===== config.mk =====
export PLATFORM = sky130hd
export DESIGN_NAME = vc_credit_arbiter
export DESIGN_NICKNAME = d
export VERILOG_FILES = /design/src/rtl/vc_credit_arbiter.sv
export SDC_FILE = /design/constraint.sdc
export NUM_CORES = 1
export LEC_CHECK = 0
export CORE_MARGIN = 2
export CORE_UTILIZATION = 40
export DETAILED_ROUTE_END_ITERATION = 16
export PLACE_DENSITY = 0.81
export SLEW_MARGIN = 5
export SYNTH_ARGS = -nofsm -noshare
export SYNTH_HDL_FRONTEND = slang
export SYNTH_SLANG_ARGS = --single-unit

===== constraint.sdc =====
create_clock -name clk -period 6.8 [get_ports clk]
set_clock_uncertainty 0.2 [all_clocks]
set_input_delay 1.36 -clock clk [delete_from_list [all_inputs] [get_ports clk]]
set_output_delay 1.36 -clock clk [all_outputs]
set_load 0.01 [all_outputs]

===== src/rtl/vc_credit_arbiter.sv =====
// vc_credit_arbiter
// Drain side of a multi-lane input buffer. Each cycle it picks one lane
// round-robin from the lanes that are non-empty and have downstream credit.
// It pops that lane and registers the flit plus its lane tag toward the link.
// Per-lane credit counters decrement on send and increment on credit return.
// A return into a full counter saturates and raises a sticky error flag.
module vc_credit_arbiter #(
  parameter int LANES      = 2,
  parameter int DATA_WIDTH = 32,
  parameter int CREDITS    = 5,
  // A single-lane build still needs a 1-bit lane index to stay well formed.
  parameter int LANE_BITS  = (LANES > 1) ? $clog2(LANES) : 1,
  parameter int CRED_BITS  = $clog2(CREDITS + 1)
) (
  input  logic                           clk,
  input  logic                           reset,
  input  logic                           enable,
  input  logic [LANES-1:0]               empty,
  input  logic [DATA_WIDTH-1:0]          fifo_dout,
  output logic                           pop,
  output logic [LANE_BITS-1:0]           pop_lane,
  input  logic [LANES-1:0]               credit_return,
  output logic                           out_valid,
  output logic [DATA_WIDTH-1:0]          out_data,
  output logic [LANE_BITS-1:0]           out_lane,
  output logic [LANES*CRED_BITS-1:0]     credits,
  output logic                           credit_err
);

  localparam logic [CRED_BITS-1:0] CRED_FULL = CRED_BITS'(CREDITS);
  localparam logic [CRED_BITS-1:0] CRED_ONE  = CRED_BITS'(1);
  localparam logic [LANE_BITS-1:0] LANE_LAST = LANE_BITS'(LANES - 1);
  localparam logic [LANE_BITS-1:0] LANE_ONE  = LANE_BITS'(1);

  // Registered state
  logic                  out_valid_q, out_valid_d;
  logic [DATA_WIDTH-1:0] out_data_q,  out_data_d;
  logic [LANE_BITS-1:0]  out_lane_q,  out_lane_d;
  logic [LANE_BITS-1:0]  rr_ptr_q,    rr_ptr_d;
  logic                  credit_err_q, credit_err_d;
  logic [CRED_BITS-1:0]  credit_q [LANES];
  logic [CRED_BITS-1:0]  credit_d [LANES];

  // Combinational helpers
  logic [LANES-1:0]      elig_s;
  logic                  grant_found_s;
  logic [LANE_BITS-1:0]  grant_lane_s;
  logic [LANE_BITS-1:0]  scan_lane_s;
  logic                  pop_s;
  logic [LANES-1:0]      send_s;
  logic [LANES-1:0]      overflow_s;

  // A lane may be served only if it holds a flit and downstream has room for it.
  always_comb begin
    elig_s = '0;
    for (int l = 0; l < LANES; l++) begin
      elig_s[l] = ~empty[l] & (credit_q[l] != '0);
    end
  end

  // Round-robin scan starting at rr_ptr; the first eligible lane wins this cycle.
  always_comb begin
    grant_found_s = 1'b0;
    grant_lane_s  = '0;
    scan_lane_s   = '0;
    for (int i = 0; i < LANES; i++) begin
      scan_lane_s = LANE_BITS'((int'(rr_ptr_q) + i) % LANES);
      if (!grant_found_s && elig_s[scan_lane_s]) begin
        grant_found_s = 1'b1;
        grant_lane_s  = scan_lane_s;
      end else begin
        grant_found_s = grant_found_s;
      end
    end
  end

  // Pop strobe and lane select go straight to the buffer (show-ahead read).
  always_comb begin
    pop_s = enable & grant_found_s & ~reset;
    if (reset || !grant_found_s) begin
      pop_lane = '0;
    end else begin
      pop_lane = grant_lane_s;
    end
    pop = pop_s;
  end

  // One-hot view of which lane is sending this edge.
  always_comb begin
    send_s = '0;
    for (int l = 0; l < LANES; l++) begin
      send_s[l] = pop_s & (grant_lane_s == LANE_BITS'(l));
    end
  end

  // Credit counters: net of send and return; a return into a full counter saturates.
  always_comb begin
    overflow_s = '0;
    for (int l = 0; l < LANES; l++) begin
      credit_d[l] = credit_q[l];
      case ({send_s[l], credit_return[l]})
        2'b10: credit_d[l] = credit_q[l] - CRED_ONE;
        2'b01: begin
          if (credit_q[l] == CRED_FULL) begin
            credit_d[l]   = credit_q[l];
            overflow_s[l] = 1'b1;
          end else begin
            credit_d[l] = credit_q[l] + CRED_ONE;
          end
        end
        default: credit_d[l] = credit_q[l];
      endcase
    end
    credit_err_d = credit_err_q | (|overflow_s);
  end

  // Output stage and round-robin pointer advance on a pop; the flit holds otherwise.
  always_comb begin
    out_valid_d = pop_s;
    out_data_d  = out_data_q;
    out_lane_d  = out_lane_q;
    rr_ptr_d    = rr_ptr_q;
    if (pop_s) begin
      out_data_d = fifo_dout;
      out_lane_d = grant_lane_s;
      if (grant_lane_s == LANE_LAST) begin
        rr_ptr_d = '0;
      end else begin
        rr_ptr_d = grant_lane_s + LANE_ONE;
      end
    end else begin
      rr_ptr_d = rr_ptr_q;
    end
  end

  // State registers with synchronous reset; credits reload to full.
  always_ff @(posedge clk) begin
    if (reset) begin
      out_valid_q  <= 1'b0;
      out_data_q   <= '0;
      out_lane_q   <= '0;
      rr_ptr_q     <= '0;
      credit_err_q <= 1'b0;
      for (int l = 0; l < LANES; l++) begin
        credit_q[l] <= CRED_FULL;
      end
    end else begin
      out_valid_q  <= out_valid_d;
      out_data_q   <= out_data_d;
      out_lane_q   <= out_lane_d;
      rr_ptr_q     <= rr_ptr_d;
      credit_err_q <= credit_err_d;
      for (int l = 0; l < LANES; l++) begin
        credit_q[l] <= credit_d[l];
      end
    end
  end

  // Flatten the credit counters onto the status port.
  always_comb begin
    credits = '0;
    for (int l = 0; l < LANES; l++) begin
      credits[l*CRED_BITS +: CRED_BITS] = credit_q[l];
    end
  end

  assign out_valid  = out_valid_q;
  assign out_data   = out_data_q;
  assign out_lane   = out_lane_q;
  assign credit_err = credit_err_q;

endmodule


==> qor.txt, run 1 <==
status: complete, no violations
buffers inserted by post-CTS timing repair: 0
switching power total: 144 µW
number of antenna violations at the first check in global routing: 0
count of TritonRoute iterations in the first routing pass: 4
max-cap check violation count: 0
ANT nets after route: 0
fraction of power consumed by sequential logic: 46.3%
Worst-Skew Late Latency: 0.28 ns
part of the power in the clock network: 32.3%
post-detailed-routing wire length: 4.06 mm
Boundary Pins: 82
CTS Sinks: 42
pin count of the biggest net entering global routing: 34
Final Critical Period: 5.10 ns
maximum clock path buffer count: 2
Synthesized Nets: 190
Resized Gates After CTS: 0
number of buffers inserted for hold repair after clock tree synthesis: 0
clock tree from TritonCTS: built
Crit path required time: 5.24 ns
Core Area: 3970 µm²
Fillers: 340
startpoint class of the critical path: primary input
Via Count: 1430
Leak Pwr: 0.00101 µW
maximum frequency from static timing analysis: 196 MHz
final hold violation count: 0
Finished Cell Area: 2600 µm²
post-route setup TNS: 0 ns
VDD IR-drop max: 0.121 mV
setup repair after global routing missed its margin: no
total power divided by cell area: 233 nW/µm²
warnings from Yosys: 0
Yosys top cell by area: sky130_fd_sc_hd__dfxtp_1
largest fanout on the critical path: 33
sequential element share of the synthesized area: 51.1%
Die Outline Area: 4640 µm²
final HPWL from detailed placement: 2.96 mm
Critical Setup Path Class: in2out
Avg WL per Cell: 14.5 µm
total area of multi-input combinational cells: 756 µm²
worst min path class: reg2reg
most frequently used cell type in the post-synthesis netlist: sky130_fd_sc_hd__dfxtp_1
average instance area after synthesis: 11.0 µm²
Area contributors post-synth: sky130_fd_sc_hd__dfxtp_1 51%, sky130_fd_sc_hd__a22o_1 17%, sky130_fd_sc_hd__fa_1 2.4%
net switching share of the total power: 23.8%
number of synthesized register bits: 42
Num CTS Buffers: 5
tightest slew margin relative to the limit: 57.2%
leftover overflow at the end of global routing: 0
post-synth design cell area: 1650 µm²
share of the synthesized area in the top cell type: 51.1%
library cells used by synthesis: 38
crit path DAT: 3.54 ns
die height: 68.1 µm
internal power: 461 µW
count of input and output buffers: 81
relative contribution of combinational cells to total power: 21.4%
number of diodes added for antenna fixing: 0
first-iteration detailed-routing DRC count: 98
# rows: 23
Clock Root Buffer: sky130_fd_sc_hd__clkbuf_8
number of synthesized flops with an enable pin: 0
sequential cell area: 841 µm²
number of vias per cell after detailed routing: 5.13
initial cell density of the core: 41.4%
post-placement cell area: 2490 µm²
wire length of the first global-routing pass: 6.38 mm
die width: 68.1 µm
type of element capturing the critical path: primary output
Main synth FF type: sky130_fd_sc_hd__dfxtp_1
post-route fraction of the period consumed by the critical path: 75.0%
number of levels the H-tree was split into: 2
final layout net count: 270
asr flop ratio synth: 0%
Overall Global Routing Usage: 18.2%
worst slack at placement: 1.72 ns
Synth top cells by count: 42 x sky130_fd_sc_hd__dfxtp_1, 32 x sky130_fd_sc_hd__a22o_1, 8 x sky130_fd_sc_hd__nor2_1, 6 x sky130_fd_sc_hd__buf_2, 6 x sky130_fd_sc_hd__nor2b_1
final setup violating endpoints: 0
Syn-to-layout area delta: 58.1%
fraction of layout instances using a drive strength above 1: 7.86%
Placer Congestion: 0.726
drt drc: 0
CTS clock-pin slew for the worst setup and hold paths: 0.07 ns
slew of the pin with the lowest slew margin: 0.639 ns
final setup slack of the worst path: 1.70 ns
final number of max-transition violations: 0
Synth Instances: 149
vias in the first global route: 1290
[area by class of cell]
type | instances | area share (%)
clock inverters | 1 | 1.15
inverters | 1 | 0.144
clock buffers | 6 | 3.17
well taps | 50 | 2.41
repair buffers | 83 | 31.7
flip-flops and latches | 42 | 32.3
multi-input cells | 96 | 29.1
[metrics by stage]
| step | cells | hold WS (ns) | utilization [%] | total power [µW] |
|---|---|---|---|---|
| 6_report | 279 | 0.274 | 65.5 | 606 |
| 3_3_place_gp | 272 | 0.256 | 62.7 | 414 |
| 4_1_cts | 279 | 0.279 | 65.5 | 612 |
| 3_5_place_dp | 272 | 0.255 | 62.7 | 416 |
| 2_1_floorplan | 149 | 0.293 | - | 345 |
| 5_1_grt | 279 | 0.293 | 65.5 | 638 |
[sequential cells by signal, indices dropped and copies added (netlist names)]
register / count
out_data: 32
rr_ptr_q: 1
out_valid: 1
out_lane: 1
credit_q: 6
credit_err: 1
[path summary, 6_finish.rpt]
check | from | end | slack [ns] | cells after the start
setup / recovery | reset | pop | 1.70 | 5
hold reg to reg | out_data[4]$_SDFFE_PP0N_ | out_data[4]$_SDFFE_PP0N_ | 0.27 | 1
setup reg to reg | credit_q[0][3]$_SDFFE_PP1P_ | credit_q[0][1]$_SDFFE_PP0P_ | 4.28 | 8
hold / removal | out_data[4]$_SDFFE_PP0N_ | out_data[4]$_SDFFE_PP0N_ | 0.27 | 1
[power groups by stage]
stage               sequential, µW  combinational (µW)  clock, µW
detailed placement             286                 130          0
global placement               286                 128          0
global route                   283                 141        213
CTS                            281                 131        201
floorplan                      293                52.5          0
finish                         281                 130        195
[per-layer routing]
layer | track usage, % | wire, µm
met1 | 25.9 | 1900
met2 | 26.9 | 1750
met3 | 6.09 | 379
met4 | 3.75 | 23
met5 | 0 | 0
[worst max-delay path, cell delays in order]
cell and delay, ns:
sky130_fd_sc_hd__clkdlybuf4s50_1 0.73, sky130_fd_sc_hd__nor2b_1 0.34, sky130_fd_sc_hd__and2_1 0.16, sky130_fd_sc_hd__buf_4 0.32, sky130_fd_sc_hd__clkdlybuf4s50_1 0.61
[logic make-up after synthesis]
| family | share of synthesized area [%] |
|---|---|
| AOI/OAI and AO/OA | 25.2 |
| DFF | 51.1 |
| and+or+nand+nor | 15.0 |
| buffers and inverters | 2.97 |
| muxes | 2.74 |
| adders and majority gates | 2.43 |
| xor gates and xnor gates | 0.532 |
[placed cells by master (no fill, tap or decap), drive strengths merged, types with 2 or more instances in the layout]
cell,n
fa,2
buf,2
a22o,32
a211o,2
or3,2
mux2i,3
nand2,4
and3,2
nand3b,3
nand2b,3
a311oi,2
and2,2
and3b,2
a21oi,4
dfxtp,42
nor2b,6
clkdlybuf4s50,81
o21ai,2
nor2,8
a211oi,2
clkbuf,6
nand3,5
Note: power is estimated with default switching activity, not from simulation.
==> run 2, diff against run 1 <==
- CORE_UTILIZATION: 40 -> 36
- PLACE_DENSITY: 0.81 -> 0.77
- clock period: 6.8 -> 4.18 ns (I/O delays scaled with it)
==> run 2 against run 1 <==
Against the previous run: utilization is 5.9 points lower; count of clock-buffer cells in the layout stayed put; sequential share of layout area is 0.12 points lower; critical path type unchanged; highest routed layer unchanged.
==> qor.txt, run 2 (same netlist as run 1, synthesis figures left out) <==
number of levels the H-tree was split into: 2 (unchanged)
number of buffers inserted for hold repair after clock tree synthesis: 0 (unchanged)
total power divided by cell area: 379 nW/µm² (+63%)
Placer Congestion: 0.851 (+17%)
Critical Setup Path Class: in2out
maximum clock path buffer count: 2 (unchanged)
Worst Reg-to-Reg Cells: 8 (unchanged)
status: complete, no violations
pin count of the biggest net entering global routing: 34 (unchanged)
ANT nets after route: 0 (unchanged)
buffers inserted by post-CTS timing repair: 0 (unchanged)
Leak Pwr: 0.00101 µW (+0.48%)
Boundary Pins: 82 (unchanged)
slew of the pin with the lowest slew margin: 0.478 ns (-0.161 ns)
final hold violation count: 0 (unchanged)
total area of multi-input combinational cells: 756 µm² (unchanged)
final core area utilization: 59.6% (-5.9 points)
number of diodes added for antenna fixing: 0 (unchanged)
tightest slew margin relative to the limit: 68.1% (+11 points)
cell seen most often among critical-path stages: sky130_fd_sc_hd__clkdlybuf4s50_1
non-filler instance count after layout: 282 (+1.1%)
vias in the first global route: 1380 (+7.0%)
CTS clock-pin slew for the worst setup and hold paths: 0.07 ns (about the same)
die width: 71.6 µm (+5.1%)
Num CTS Buffers: 5 (unchanged)
Overall Global Routing Usage: 15.9% (-2.3 points)
kind of cell with the highest combined delay on the critical path: buffers and inverters
count of TritonRoute iterations in the first routing pass: 4 (unchanged)
logic depth of the worst setup path including buffers: 4 (-1)
crit path DAT: 2.41 ns (-1.13 ns)
Fillers: 366 (+7.6%)
post-detailed-routing wire length: 4.08 mm (+0.49%)
number of antenna violations at the first check in global routing: 0 (unchanged)
most common cell after layout, fill and taps aside: sky130_fd_sc_hd__clkdlybuf4s50_1
maximum cell stage delay along the critical path: 0.57 ns (-0.16 ns)
initial cell density of the core: 37.5% (-3.9 points)
final layout net count: 271 (+0.37%)
Clock Root Buffer: sky130_fd_sc_hd__clkbuf_8
flip-flop count of the largest register, all copies and words added: 32 (unchanged)
startpoint class of the critical path: primary input
Core Area: 4380 µm² (+10%)
# rows: 24 (+4.3%)
Avg WL per Cell: 14.5 µm (-0.58%)
Placed Instances: 275 (+1.1%)
Resized Gates After CTS: 0 (unchanged)
final setup violating endpoints: 0 (unchanged)
sequential cell area: 841 µm² (unchanged)
first-iteration detailed-routing DRC count: 43 (-56%)
final number of max-transition violations: 0 (unchanged)
Final Critical Period: 3.45 ns
count of input and output buffers: 81 (unchanged)
Worst-Skew Late Latency: 0.29 ns (about the same)
type of element capturing the critical path: primary output
VDD IR-drop max: 0.168 mV (+38%)
leftover overflow at the end of global routing: 0 (unchanged)
setup repair after global routing missed its margin: no
Syn-to-layout area delta: 58.7%
Crit path required time: 3.14 ns (-2.10 ns)
clock tree from TritonCTS: built
final HPWL from detailed placement: 2.86 mm (-3.4%)
CTS Sinks: 42 (unchanged)
Via Count: 1460 (+2.1%)
drt drc: 0 (unchanged)
largest fanout on the critical path: 5 (-85%)
wire length of the first global-routing pass: 6.47 mm (+1.5%)
Worst Path Buf+Inv: 2 (-1)
post-route fraction of the period consumed by the critical path: 82.5%
critical path, cell by cell: clkdlybuf4s50_1 -> nor2b_1 -> and2_1 -> clkdlybuf4s50_1
Cells on Worst Hold Path: 1 (unchanged)
CP max stage cell: sky130_fd_sc_hd__clkdlybuf4s50_1
final setup slack of the worst path: 0.730 ns (-0.970 ns)
maximum frequency from static timing analysis: 290 MHz
Die Outline Area: 5130 µm² (+10%)
worst slack at placement: 0.732 ns (-0.985 ns)
commonest cells after routing, fill and taps aside: 81 x sky130_fd_sc_hd__clkdlybuf4s50_1, 42 x sky130_fd_sc_hd__dfxtp_1, 32 x sky130_fd_sc_hd__a22o_1
post-route setup TNS: 0 ns (unchanged)
number of vias per cell after detailed routing: 5.18 (+1.0%)
die height: 71.6 µm (+5.1%)
worst min path class: reg2reg
WHS: 0.273 ns (-0.00103 ns)
max-cap check violation count: 0 (unchanged)
fraction of layout instances using a drive strength above 1: 8.26% (+0.40 points)
## run 2: cell types whose count changed in the layout (fill, tap and decap cells not counted)
cell and delta:
sky130_fd_sc_hd__buf_4 +1
## run 2: path summary, 6_finish.rpt
check	from	endpoint	slack, ns
hold reg to reg	out_data[5]$_SDFFE_PP0N_	out_data[5]$_SDFFE_PP0N_	0.27
hold / removal	out_data[5]$_SDFFE_PP0N_	out_data[5]$_SDFFE_PP0N_	0.27
setup reg to reg	credit_q[0][0]$_SDFFE_PP1P_	credit_q[0][2]$_SDFFE_PP1P_	1.63
setup / recovery	enable	pop	0.73
## run 2: layout make-up
type | instances | share of cell area [%]
Clock buffer | 6 | 3.16
Sequential cell | 42 | 32.2
Timing Repair Buffer | 84 | 31.9
Tap cell | 52 | 2.49
Inverter | 1 | 0.144
Multi-Input combinational cell | 96 | 28.9
Clock inverter | 1 | 1.15
## run 2: metal layers
metal / track usage (%) / wire length [µm] / vias to the layer above
li1: - / - / 715
met1: 21.0 / 1930 / 682
met2: 25.0 / 1800 / 57
met3: 4.50 / 297 / 6
met4: 5.87 / 51 / 0
met5: 0 / 0 / -
## run 2: power breakdown
group | internal (µW) | switching (µW) | leakage, µW
clock | 191 | 132 | 0.0000573
combinational | 129 | 81.8 | 0.000611
sequential | 431 | 26.3 | 0.000345
total | 751 | 240 | 0.00101
## run 2: metrics by stage
step	instance area (µm²)	total power [µW]
2_1_floorplan	1650	562
3_3_place_gp	2500	674
3_5_place_dp	2500	678
4_1_cts	2610	1000
5_1_grt	2610	1040
6_report	2610	991
==> run 3, diff against run 2 <==
- CORE_UTILIZATION: 36 -> 39
- PLACE_DENSITY: 0.77 -> 0.79
- clock period: 4.18 -> 3.6 ns (I/O delays scaled with it)
==> run 3 against run 2 <==
Against the previous run: sequential power grew 16%; utilization rose by 5.4 points; worst hold slack improved by 0.0029 ns; non-clock buffer count is the same; worst setup slack got worse by 0.32 ns; register-to-register slack got worse by 0.56 ns; combinational power increased by 18%; total power grew 15%; largest cell class is now buffers.
==> qor.txt, run 3 (same netlist as run 1, synthesis figures left out) <==
status: complete, no violations
part of the power in the clock network: 31.5% (-1.1 points)
Resized Gates After CTS: 0 (unchanged)
Hold Startpoint: out_data[13]$_SDFFE_PP0N_
clock tree from TritonCTS: built
pin count of the biggest net entering global routing: 33 (-2.9%)
reg-to-reg critical path endpoint: credit_q[0][1]$_SDFFE_PP0P_
maximum cell stage delay along the critical path: 0.55 ns (-0.02 ns)
Worst Reg-to-Reg Cells: 8 (unchanged)
Core Area: 4030 µm² (-8.1%)
CP Launch Point: empty[0]
leftover overflow at the end of global routing: 0 (unchanged)
wire length of the first global-routing pass: 6.06 mm (-6.4%)
total power divided by cell area: 434 nW/µm² (+14%)
crit path DAT: 2.27 ns (-0.14 ns)
CTS Sinks: 42 (unchanged)
final layout net count: 271 (unchanged)
count of TritonRoute iterations in the first routing pass: 4 (unchanged)
overall power after layout: 1140 µW (+15%)
relative contribution of combinational cells to total power: 21.8% (+0.5 points)
Syn-to-layout area delta: 59.1%
first-iteration detailed-routing DRC count: 81 (+88%)
worst min path class: reg2reg
count of input and output buffers: 81 (unchanged)
Die Outline Area: 4750 µm² (-7.3%)
Leak Pwr: 0.00102 µW (+0.45%)
Worst Path Buf+Inv: 2 (unchanged)
buffers inserted by post-CTS timing repair: 0 (unchanged)
post-route setup TNS: 0 ns (unchanged)
final number of max-transition violations: 0 (unchanged)
Register-to-Register Setup Slack: 1.07 ns (-0.56 ns)
Worst-Skew Late Latency: 0.28 ns (about the same)
post-route fraction of the period consumed by the critical path: 88.7%
Num CTS Buffers: 5 (unchanged)
final HPWL from detailed placement: 2.95 mm (+3.3%)
tightest slew margin relative to the limit: 55.5% (-13 points)
final setup slack of the worst path: 0.406 ns (-0.324 ns)
net switching share of the total power: 24.6% (+0.36 points)
switching power total: 279 µW (+16%)
Boundary Pins: 82 (unchanged)
# rows: 23 (-4.2%)
Hold Path End: out_data[13]$_SDFFE_PP0N_
startpoint class of the critical path: primary input
CP max stage cell: sky130_fd_sc_hd__clkdlybuf4s50_1
maximum clock path buffer count: 2 (unchanged)
Crit path required time: 2.68 ns (-0.46 ns)
Clock Root Buffer: sky130_fd_sc_hd__clkbuf_8
setup repair after global routing missed its margin: no
die width: 69.0 µm (-3.7%)
internal power: 856 µW (+14%)
Placer Congestion: 0.780 (-8.3%)
Final Critical Period: 3.19 ns
Via Count: 1463 (+0.21%)
Avg WL per Cell: 14.4 µm (-0.41%)
largest fanout on the critical path: 3 (-2)
number of buffers inserted for hold repair after clock tree synthesis: 0 (unchanged)
number of levels the H-tree was split into: 2 (unchanged)
ANT nets after route: 0 (unchanged)
Cells on Worst Hold Path: 1 (unchanged)
fraction of power consumed by sequential logic: 46.7% (+0.6 points)
critical path, cell by cell: clkdlybuf4s50_1 -> nor2_1 -> a211oi_4 -> nor2b_1 -> clkdlybuf4s50_1
number of vias per cell after detailed routing: 5.21 (+0.56%)
worst slack at placement: 0.395 ns (-0.337 ns)
final setup violating endpoints: 0 (unchanged)
number of antenna violations at the first check in global routing: 0 (unchanged)
max-cap check violation count: 0 (unchanged)
most common cell after layout, fill and taps aside: sky130_fd_sc_hd__clkdlybuf4s50_1
worst reg2reg startpoint: credit_q[0][3]$_SDFFE_PP1P_
vias in the first global route: 1330 (-3.6%)
commonest cells after routing, fill and taps aside: 81 x sky130_fd_sc_hd__clkdlybuf4s50_1, 42 x sky130_fd_sc_hd__dfxtp_1, 32 x sky130_fd_sc_hd__a22o_1
drt drc: 0 (unchanged)
CTS clock-pin slew for the worst setup and hold paths: 0.07 ns (about the same)
VDD IR-drop max: 0.258 mV (+54%)
final hold violation count: 0 (unchanged)
cell seen most often among critical-path stages: sky130_fd_sc_hd__clkdlybuf4s50_1
slew of the pin with the lowest slew margin: 0.667 ns (+0.189 ns)
post-detailed-routing wire length: 4.05 mm (-0.76%)
fraction of layout instances using a drive strength above 1: 8.66% (+0.40 points)
maximum frequency from static timing analysis: 313 MHz
type of element capturing the critical path: primary output
Critical Setup Path Class: in2out
initial cell density of the core: 40.8% (+3.3 points)
die height: 69.0 µm (-3.7%)
number of diodes added for antenna fixing: 0 (unchanged)
kind of cell with the highest combined delay on the critical path: buffers and inverters
flip-flop count of the largest register, all copies and words added: 32 (unchanged)
Overall Global Routing Usage: 17.1% (+1.2 points)
==> run 3: how the worst max path moves through the flow <==
stage	cells past startpoint	endpoint
floorplan	5	pop
finish	5	pop_lane
global route	5	pop_lane
global placement	5	pop_lane
detailed placement	5	pop_lane
CTS	5	pop_lane
==> run 3: worst reg2reg max path, cell delays in order (launching register included) <==
cell and delay (ns):
sky130_fd_sc_hd__dfxtp_1 0.39, sky130_fd_sc_hd__nor3_2 0.39, sky130_fd_sc_hd__nor2_1 0.12, sky130_fd_sc_hd__a211o_1 0.39, sky130_fd_sc_hd__nand2_1 0.11, sky130_fd_sc_hd__fa_1 0.42
sky130_fd_sc_hd__and3b_1 0.19, sky130_fd_sc_hd__o21ai_1 0.13, sky130_fd_sc_hd__nand3_1 0.08
==> run 3: through the flow <==
step	util [%]	instance area, µm²	hold slack, ns	std cells
floorplan	-	1650	0.293	149
global placement	62.3	2510	0.255	273
detailed placement	62.3	2510	0.258	273
CTS	65.0	2620	0.280	281
global route	65.0	2620	0.298	281
finish	65.0	2620	0.276	281
==> run 3: metal layers <==
layer	track usage, %	vias up	routed length, µm
met1	20.7	689	1760
met5	0	-	0
met2	28.4	51	1910
li1	-	719	-
met4	8.82	0	51
met3	3.90	4	327
==> run 3: layout make-up <==
class / count / area, µm²
Timing Repair Buffer: 84 / 846
Sequential cell: 42 / 841
Multi-Input combinational cell: 96 / 756
Clock inverter: 3 / 40.0
Inverter: 1 / 3.75
Tap cell: 50 / 62.6
Clock buffer: 5 / 68.8
Fill cell: 351 / 1410
==> run 3: power by group through the flow <==
stage / combinational (µW) / clock [µW] / sequential [µW]
floorplan: 99.2 / 0 / 553
global placement: 243 / 0 / 539
detailed placement: 249 / 0 / 540
CTS: 251 / 368 / 530
global route: 268 / 387 / 537
finish: 248 / 358 / 530
